File: src/rtl/jtcastle_pkg.sv
// Shared types and helpers for the paged chip-select decoder.
package jtcastle_pkg;

   localparam int WAIT_W = 4;

   typedef enum logic [1:0] {
      IDLE = 2'd0,
      REQ  = 2'd1,
      DONE = 2'd2
   } pg_state_e;

   // One-hot page select; empty when the page has no matching output.
   function automatic logic [255:0] onehot(input logic [7:0] pan, input int nsel);
      logic [255:0] v;
      v = '0;
      if (int'(pan) < nsel) v[pan] = 1'b1;
      return v;
   endfunction

endpackage

File: src/rtl/jtcastle_page_dec_if.sv
// CPU-side bus of the page decoder: strobes, address, data and decoded outputs.
interface jtcastle_page_dec_if #(
   parameter int PW   = 3,
   parameter int NSEL = 8,
   parameter int AW   = 16
);
   logic            cen;
   logic [AW-1:0]   addr;
   logic [7:0]      cpu_dout;
   logic            wr_n;
   logic            rd_n;
   logic            latch_cs;
   logic            rom_ok;
   logic [PW-1:0]   pan;
   logic [NSEL-1:0] sel;
   logic            rom_cs;
   logic            cpu_wait_n;
   logic            pg_err;

   modport master (
      output cen, addr, cpu_dout, wr_n, rd_n, latch_cs, rom_ok,
      input  pan, sel, rom_cs, cpu_wait_n, pg_err
   );

   modport slave (
      input  cen, addr, cpu_dout, wr_n, rd_n, latch_cs, rom_ok,
      output pan, sel, rom_cs, cpu_wait_n, pg_err
   );
endinterface

File: src/rtl/jtcastle_page_wait.sv
// ROM access sequencer: holds the CPU from a window read until the minimum
// wait count has elapsed and the ROM has reported valid data.
module jtcastle_page_wait
   import jtcastle_pkg::*;
#(
   parameter int WAITS = 2
) (
   input  logic clk,
   input  logic rst,
   input  logic cen_i,
   input  logic win_i,
   input  logic rd_n_i,
   input  logic rom_ok_i,
   output logic idle_o,
   output logic req_o,
   output logic cpu_wait_n_o
);

   pg_state_e         state_q, state_d;
   logic [WAIT_W-1:0] cnt_q, cnt_d;
   logic              ok_q, ok_d;
   logic              ok_now;

   // rom_ok may arrive between CPU enables, so it is folded in every clock.
   assign ok_now = ok_q | rom_ok_i;

   always_comb begin
      state_d = state_q;
      cnt_d   = cnt_q;
      ok_d    = 1'b0;
      case (state_q)
         IDLE: begin
            if (cen_i && win_i && !rd_n_i) begin
               state_d = REQ;
               cnt_d   = WAIT_W'(WAITS);
            end
         end
         REQ: begin
            ok_d = ok_now;
            if (cen_i) begin
               if (rd_n_i)                       state_d = IDLE;
               else if (cnt_q == '0 && ok_now)   state_d = DONE;
               if (cnt_q != '0) cnt_d = cnt_q - WAIT_W'(1);
            end
         end
         DONE: begin
            if (cen_i && rd_n_i) state_d = IDLE;
         end
         default: state_d = IDLE;
      endcase
   end

   always_ff @(posedge clk) begin
      if (rst) begin
         state_q <= IDLE;
         cnt_q   <= '0;
         ok_q    <= 1'b0;
      end else begin
         state_q <= state_d;
         cnt_q   <= cnt_d;
         ok_q    <= ok_d;
      end
   end

   assign idle_o       = (state_q == IDLE);
   assign req_o        = (state_q == REQ);
   assign cpu_wait_n_o = (state_q != REQ);

endmodule

File: src/rtl/jtcastle_page_dec.sv
// Page latch and registered chip-select decode for the paged CPU window,
// with ROM request/wait handling delegated to jtcastle_page_wait.
module jtcastle_page_dec
   import jtcastle_pkg::*;
#(
   parameter int            PW     = 3,
   parameter int            NSEL   = 8,
   parameter int            AW     = 16,
   parameter logic [AW-1:0] WBASE  = 16'h6000,
   parameter logic [AW-1:0] WMASK  = 16'he000,
   parameter int            WAITS  = 2,
   parameter bit            ACT_LO = 1'b1
) (
   input  logic                clk,
   input  logic                rst,
   jtcastle_page_dec_if.slave  bus
);

   logic [PW-1:0]   pan_q, pan_d;
   logic [PW-1:0]   pend_val_q, pend_val_d;
   logic            pend_vld_q, pend_vld_d;
   logic [NSEL-1:0] sel_q, sel_d;
   logic            pg_err_q, pg_err_d;
   logic            win, latch_wr, idle, req;
   logic [255:0]    oh;
   logic            unused_bits;

   assign win      = ((bus.addr & WMASK) == WBASE) && (!bus.rd_n || !bus.wr_n);
   assign latch_wr = bus.latch_cs && !bus.wr_n;

   // Page writes during an access are deferred so the active select stays stable.
   always_comb begin
      pan_d      = pan_q;
      pend_val_d = pend_val_q;
      pend_vld_d = pend_vld_q;
      if (latch_wr) begin
         if (idle) begin
            pan_d      = bus.cpu_dout[PW-1:0];
            pend_vld_d = 1'b0;
         end else begin
            pend_val_d = bus.cpu_dout[PW-1:0];
            pend_vld_d = 1'b1;
         end
      end else if (pend_vld_q && idle) begin
         pan_d      = pend_val_q;
         pend_vld_d = 1'b0;
      end
   end

   always_comb begin
      oh       = onehot(8'(pan_q), NSEL);
      sel_d    = win ? oh[NSEL-1:0] : '0;
      pg_err_d = win && (int'(pan_q) >= NSEL);
   end

   always_ff @(posedge clk) begin
      if (rst) begin
         pan_q      <= '0;
         pend_val_q <= '0;
         pend_vld_q <= 1'b0;
         sel_q      <= '0;
         pg_err_q   <= 1'b0;
      end else if (bus.cen) begin
         pan_q      <= pan_d;
         pend_val_q <= pend_val_d;
         pend_vld_q <= pend_vld_d;
         sel_q      <= sel_d;
         pg_err_q   <= pg_err_d;
      end
   end

   jtcastle_page_wait #(.WAITS(WAITS)) u_wait (
      .clk          (clk),
      .rst          (rst),
      .cen_i        (bus.cen),
      .win_i        (win),
      .rd_n_i       (bus.rd_n),
      .rom_ok_i     (bus.rom_ok),
      .idle_o       (idle),
      .req_o        (req),
      .cpu_wait_n_o (bus.cpu_wait_n)
   );

   assign bus.pan    = pan_q;
   assign bus.sel    = ACT_LO ? ~sel_q : sel_q;
   assign bus.rom_cs = ACT_LO ? ~req : req;
   assign bus.pg_err = pg_err_q;

   assign unused_bits = ^{bus.cpu_dout, oh};

endmodule

File: src/flat_wrapper.sv
// flat-port wrapper written by rule: the top's interface ports become plain ports
module jtcastle_page_dec_flat import jtcastle_pkg::*;
#(
   parameter int            PW     = 3,
   parameter int            NSEL   = 8,
   parameter int            AW     = 16,
   parameter logic [AW-1:0] WBASE  = 16'h6000,
   parameter logic [AW-1:0] WMASK  = 16'he000,
   parameter int            WAITS  = 2,
   parameter bit            ACT_LO = 1'b1
)
  (clk, rst, bus_cen, bus_addr, bus_cpu_dout, bus_wr_n, bus_rd_n, bus_latch_cs, bus_rom_ok, bus_pan, bus_sel, bus_rom_cs, bus_cpu_wait_n, bus_pg_err);
  jtcastle_page_dec_if #(.PW(PW), .NSEL(NSEL), .AW(AW)) bus_i ();
  input  logic clk;
  input  logic rst;
  input wire logic [$bits(bus_i.cen)-1:0] bus_cen;
  input wire logic [$bits(bus_i.addr)-1:0] bus_addr;
  input wire logic [$bits(bus_i.cpu_dout)-1:0] bus_cpu_dout;
  input wire logic [$bits(bus_i.wr_n)-1:0] bus_wr_n;
  input wire logic [$bits(bus_i.rd_n)-1:0] bus_rd_n;
  input wire logic [$bits(bus_i.latch_cs)-1:0] bus_latch_cs;
  input wire logic [$bits(bus_i.rom_ok)-1:0] bus_rom_ok;
  output wire logic [$bits(bus_i.pan)-1:0] bus_pan;
  output wire logic [$bits(bus_i.sel)-1:0] bus_sel;
  output wire logic [$bits(bus_i.rom_cs)-1:0] bus_rom_cs;
  output wire logic [$bits(bus_i.cpu_wait_n)-1:0] bus_cpu_wait_n;
  output wire logic [$bits(bus_i.pg_err)-1:0] bus_pg_err;
  assign bus_i.cen = bus_cen;
  assign bus_i.addr = bus_addr;
  assign bus_i.cpu_dout = bus_cpu_dout;
  assign bus_i.wr_n = bus_wr_n;
  assign bus_i.rd_n = bus_rd_n;
  assign bus_i.latch_cs = bus_latch_cs;
  assign bus_i.rom_ok = bus_rom_ok;
  assign bus_pan = bus_i.pan;
  assign bus_sel = bus_i.sel;
  assign bus_rom_cs = bus_i.rom_cs;
  assign bus_cpu_wait_n = bus_i.cpu_wait_n;
  assign bus_pg_err = bus_i.pg_err;
  jtcastle_page_dec #(.PW(PW), .NSEL(NSEL), .AW(AW), .WBASE(WBASE), .WMASK(WMASK), .WAITS(WAITS), .ACT_LO(ACT_LO)) u_core (.clk(clk), .rst(rst), .bus(bus_i));
endmodule
File: config.mk
export PLATFORM = sky130hd
export DESIGN_NAME = jtcastle_page_dec_flat
export DESIGN_NICKNAME = d
export VERILOG_FILES = /design/src/rtl/jtcastle_pkg.sv /design/src/rtl/jtcastle_page_dec_if.sv /design/src/rtl/jtcastle_page_wait.sv /design/src/rtl/jtcastle_page_dec.sv /design/src/flat_wrapper.sv
export SDC_FILE = /design/constraint.sdc
export NUM_CORES = 1
export LEC_CHECK = 0
export BUFFER_PORTS_ARGS = -buffer_cell sky130_fd_sc_hd__buf_2
export CAP_MARGIN = 25
export CORE_ASPECT_RATIO = 0.8
export CORE_MARGIN = 1
export CORE_UTILIZATION = 49
export CTS_CLUSTER_DIAMETER = 60
export DETAILED_ROUTE_END_ITERATION = 7
export PLACE_DENSITY_LB_ADDON = 0.3
export SYNTH_ARGS = -nofsm -noshare
export SYNTH_HDL_FRONTEND = slang
export SYNTH_SLANG_ARGS = --single-unit
File: constraint.sdc
create_clock -name clk -period 2.5 [get_ports clk]
set_input_delay 0.25 -clock clk [delete_from_list [all_inputs] [get_ports clk]]
set_output_delay 0.25 -clock clk [all_outputs]
set_load 0.05 [all_outputs]
=== Word-level counts from Yosys, hierarchy flattened ===
Index checks and enable logic that the tools add are counted.

* Divide/modulo/power cells: 0
* $add $sub $neg: 1
* Equal/unequal tests: 10
* Bitwise gates (word level): 4
* Multiply operators: 0
* Shift-type cells: 0
* Reduce and logical (&&, ||, !) cells: 22
* Muxes and demuxes: 19
* Magnitude comparators: 2

{| class="wikitable"
|+ Operators by type and width
! operator !! count
|-
| $mux 4 || 3
|-
| $mux 2 || 5
|-
| $ne 2x2->1 const B || 5
|-
| $lt 3x9->1 const B || 1
|-
| $mux 3 || 3
|-
| $logic_and 1x1->1 || 8
|-
| $mux 8 || 1
|-
| $not 8->8 || 1
|-
| $pmux 4 s2 || 1
|-
| $reduce_and 4->1 || 2
|-
| $pmux 2 s3 || 1
|-
| $reduce_and 3->1 || 2
|-
| $logic_not 4->1 || 1
|-
| $mux 1 || 4
|-
| $reduce_bool 2->1 || 2
|-
| $reduce_bool 4->1 || 1
|-
| $sub 4x1->4 const B || 1
|-
| $demux 1 s3 || 1
|-
| $eq 3x2->1 const B || 1
|-
| $ge 3x1->1 const B || 1
|-
| $ne 3x3->1 const B || 1
|-
| $eq 2x1->1 const B || 1
|-
| $eq 2x2->1 const B || 1
|-
| $logic_not 1->1 || 2
|-
| 7 further kinds || 8
|}

* Output and inout port bits: 14
* Bits in latches: 0
* Bits in registers: 22
* Input bits: 31
* ROM bits: 0
* Memory bits (writable): 0
* Memories: 0
* Logic and storage cells: 65

=== Longest topological paths before layout ===
* Depth in word-level cells: 7
* Mapped depth: 6
* Depth with buffers taken out: 6

=== Cells and area by module ===
From an unflattened synthesis, not the netlist that was laid out.

* Cells, all modules: 118
* Area total of the unflattened synthesis: 1081.0 sq um

{| class="wikitable"
|+ Modules (own cells, without submodules)
! module !! area an instance (sq um) !! instances !! cells each !! sequential area each (sq um)
|-
| jtcastle_page_dec || 683.2 || 1 || 71 || 300.3
|-
| jtcastle_page_wait || 397.9 || 1 || 47 || 140.1
|}

=== Least setup slack after synthesis ===
No wires, ideal clock.

* Path type: register -> output
* Start: reg u_core.u_wait.state_q[1]
* End: out bus_rom_cs
* Path slack: 1055 ps
* Buffers on the path: 1
* Required time: 2250 ps
* Stages on the path, launching flop included: 3
* Arrival: 1195 ps
* Path through: dfxtp_1 > nand2b_1 > buf_4

* Longest elaborated chain between the ends: 2

{| class="wikitable"
|+ Ends and longest elaborated chain
! what !! line !! text
|-
| from (decl) || jtcastle_page_wait.sv:19 || <nowiki>pg_state_e state_q, state_d;</nowiki>
|-
| from (signal assigned) || jtcastle_page_wait.sv:59 || <nowiki>state_q <= state_d;</nowiki>
|-
| $eq 2x1->1 || jtcastle_page_wait.sv:66 || <nowiki>assign req_o = (state_q == REQ);</nowiki>
|-
| $not 1->1 || jtcastle_page_dec.sv:86 || <nowiki>assign bus.rom_cs = ACT_LO ? ~req : req;</nowiki>
|-
| to (decl) || flat_wrapper.sv:25 || <nowiki>output wire logic [$bits(bus_i.rom_cs)-1:0] bus_rom_cs;</nowiki>
|}

No other way between the ends.

=== Worst setup path in the final report ===
* Start: reg u_core.u_wait.cnt_q[0]
* End: reg u_core.u_wait.cnt_q[1]

* Longest elaborated chain between the ends: 4
* Elaborated cells between the ends (all ways): 7
* Those cells by class: add/sub (1); eq/ne (1); mux (3); reduce/logical (2)

{| class="wikitable"
|+ Ends and longest elaborated chain
! what !! line !! text
|-
| from (decl) || jtcastle_page_wait.sv:20 || <nowiki>logic [WAIT_W-1:0] cnt_q, cnt_d;</nowiki>
|-
| from (signal assigned) || jtcastle_page_wait.sv:60 || <nowiki>cnt_q <= cnt_d;</nowiki>
|-
| $sub 4x1->4 || jtcastle_page_wait.sv:43 || <nowiki>if (cnt_q != '0) cnt_d = cnt_q - WAIT_W'(1);</nowiki>
|-
| $mux 4 || jtcastle_page_wait.sv:43 ||
|-
| $mux 4 || jtcastle_page_wait.sv:40 || <nowiki>if (cen_i) begin</nowiki>
|-
| $pmux 4 s2 || jtcastle_page_wait.sv:31 || <nowiki>case (state_q)</nowiki>
|}

Parallel ways exist; a longest one is shown, timed or not. The select of a mux whose other input is x is not followed.
A chain may end at the register's enable or synchronous reset.

==> flow_summary.json <==
{
  "synth_edf_count": 0,
  "tightest_slew_ps": 544.4,
  "ys.warnings.count": 0,
  "clkTransAtPathRegs_ps": 120,
  "final_cell_mix": "buf_2, dfxtp_1, nor2_1",
  "ys.flop_type": "dfxtp_1",
  "fill_cells": 180,
  "relSlewSlack": 0.6364,
  "combPwrFrac": 0.098,
  "skew_ps": 10.08,
  "r2r_cells": 6,
  "clock_path_buffers": 2,
  "htree_levels": 1,
  "post_cts_buffers": 0,
  "drive_above_1_share": 0.2652,
  "postSynthAreaPerCell_um2": 9.209,
  "synth_nets": 144,
  "cts_resized": 0,
  "finalCritPeriodShare": 0.6228,
  "fmax_ghz": 0.6422,
  "grt_max_degree": 27,
  "grt_pass1_wl_um": 3180,
  "cp_max_fo": 5,
  "post_drt_wl_per_cell_um": 12.23,
  "via_per_inst": 5.513,
  "hold_depth": 3,
  "tns_ps": 0,
  "initial_utilization": 0.5305,
  "hold_buffers": 0,
  "cts_buffers": 3,
  "wirelength_um": 1908,
  "syn_area_um2": 1022,
  "die_h_um": 42.85,
  "antenna_left": 0,
  "synth_cell_types": 28,
  "cp_slowest_stage_delay_ps": 360,
  "synth.ff_latch_count": 22,
  "grt_pass1_vias": 722,
  "area_growth_pct": 16.40,
  "antenna_found_initial": 0,
  "worst_path_max_delay_cell": "dfxtp_1",
  "ys_seq_area_frac": 0.4308,
  "die_w_um": 53.07,
  "rsz0062_at_grt": "false",
  "crit_family": "compound AO/OA/AOI/OAI gates",
  "cp-start-kind": "flip-flop",
  "hold_ws_ps": 181.1,
  "intPower_mw": 0.5406,
  "status": "complete, no violations",
  "nNetsFinal": 166,
  "grt_usage": 0.1957,
  "cts_tree": "yes",
  "cp-end-kind": "flip-flop",
  "path_buf_inv": 1,
  "path_class": "flip-flop to flip-flop",
  "drc": 0,
  "power.leakage_nw": 0.4230,
  "via_count": 860,
  "std_cell_rows": 14,
  "drv_slew": 0,
  "power_frac_clock": 0.387,
  "cts_root_buf": "clkbuf_4",
  "yosysTopAreaCell": "dfxtp_1",
  "hp-class": "input pin to flip-flop",
  "p_per_area_nw_per_um2": 587.2,
  "required_ps": 2740,
  "r2r_slack_ps": 940,
  "arrival_ps": 1800,
  "synth.top_cell.area_share": 0.4308,
  "async_flop_share": 0,
  "swShare": 0.2262,
  "synthTopCellsByArea": "dfxtp_1, o32ai_1, mux2i_1, a211oi_1, nor2_1",
  "worstPathCellList": "inv_1 > ha_1 > nor3b_4 > a2bb2oi_2 > nor3b_1 > a211oi_1",
  "seq_power_share": 0.515,
  "drt_iter0_drc": 23,
  "numPortBuffers": 25,
  "r2r_end": "u_core.u_wait.cnt_q[1]",
  "post-route-min-period_ps": 1557,
  "gp_congestion": 0.7852,
  "cts.sinks": 22,
  "synth_cells": 111,
  "floorplan.die_area_um2": 2274,
  "post-route-util": 0.6175,
  "clk_latency_ps": 310,
  "diodes": 0,
  "grt.overflow.total": 0,
  "ir_drop_uv": 416.4,
  "power.switching_mw": 0.1581,
  "setup_viol": 0,
  "dpl.hpwl_um": 1411,
  "hold_path_end": "u_core.pend_val_q[0]",
  "pin_count": 45,
  "drv_cap": 0,
  "worstReg2RegStart": "u_core.u_wait.cnt_q[0]",
  "hp-start": "bus_cpu_dout[0]",
  "firstDrtPassIters": 4,
  "core_um2": 1927,
  "layout_commonest_cell": "buf_2",
  "report.final.hold_viol_count": 0
}
[cell usage after synthesis, types with 4 or more instances]
cell / instances
clkbuf_1: 4
dfxtp_1: 22
mux2i_1: 6
nor2_1: 12
inv_1: 10
nor3_1: 5
a21oi_1: 6
nand3b_1: 5
o32ai_1: 8
a211oi_1: 6
[metal layers]
layer  global-route usage  wire [um]  up-vias
met5                    0          0        -
met4              0.06316         23        0
met3              0.07527        119        4
met2               0.2937        822       26
met1               0.2555        943      397
li1                     -          -      433
[area by class of cell]
class / instances / area, um2 / area share
multi-input combinational: 71 / 504.2 / 0.4238
sequential: 22 / 440.4 / 0.3701
timing repair buffer: 25 / 125.1 / 0.1052
inverter: 10 / 37.54 / 0.03155
clock inverter: 1 / 30.03 / 0.02524
tap: 24 / 30.03 / 0.02524
clock buffer: 3 / 22.52 / 0.01893
[worst max-delay path by stage]
stage,start,end,slack (ps),depth (start not counted)
after global placement,bus_wr_n,u_core.pend_val_q[1],960,5
final,u_core.u_wait.cnt_q[0],u_core.u_wait.cnt_q[1],940,6
after CTS,u_core.u_wait.state_q[1],bus_cpu_wait_n,940,2
after detailed placement,bus_wr_n,u_core.pend_val_q[2],970,5
after floorplan,u_core.u_wait.state_q[1],bus_rom_cs,1060,2
after global routing,u_core.u_wait.cnt_q[0],u_core.u_wait.cnt_q[1],860,6
[registers in the layout (all words and copies together) (netlist names)]
register / count
u_core.pend_vld_q: 1
u_core.pend_val_q: 3
u_core.u_wait.ok_q: 1
u_core.sel_q: 8
u_core.u_wait.state_q: 2
u_core.u_wait.cnt_q: 4
u_core.bus.pan: 3
[stage by stage]
step           std cells  setup slack (ps)  cell area, um2  power, mW
2_1_floorplan        111              1055            1022     0.4172
3_3_place_gp         152             962.6            1137     0.4345
3_5_place_dp         152             966.3            1137     0.4358
4_1_cts              156             939.5            1190     0.7044
5_1_grt              156             856.9            1190     0.7350
6_report             156             942.9            1190     0.6987
[worst reg2reg max path, delay by kind of cell (launching register included)]
kind                       cells  cell delay [ps]
DFF                            1              360
and+or+nand+nor                2              370
buffers and inverters          1               90
AOI/OAI and AO/OA              2              500
adders and majority gates      1              160
[logic make-up (layout without fill, tap and decap cells)]
kind of cell	after synthesis	in the layout	share of synthesized area
AO/OA/AOI/OAI	26	26	0.1958
adder cells (fa/ha/maj)	2	2	0.02448
buffers and inverters	18	39	0.07588
flip-flops	22	22	0.4308
multiplexers	6	6	0.05875
other	1	1	0.003668
AND/OR/NAND/NOR	36	36	0.2105
[power groups by stage]
stage	logic, mW	registers [mW]	clock network, mW
after floorplan	0.0407	0.376	0
after global placement	0.0670	0.368	0
after detailed placement	0.0682	0.368	0
after CTS	0.0685	0.360	0.276
after global routing	0.0739	0.361	0.300
final	0.0685	0.360	0.270
(Power assumes the default switching activity.)
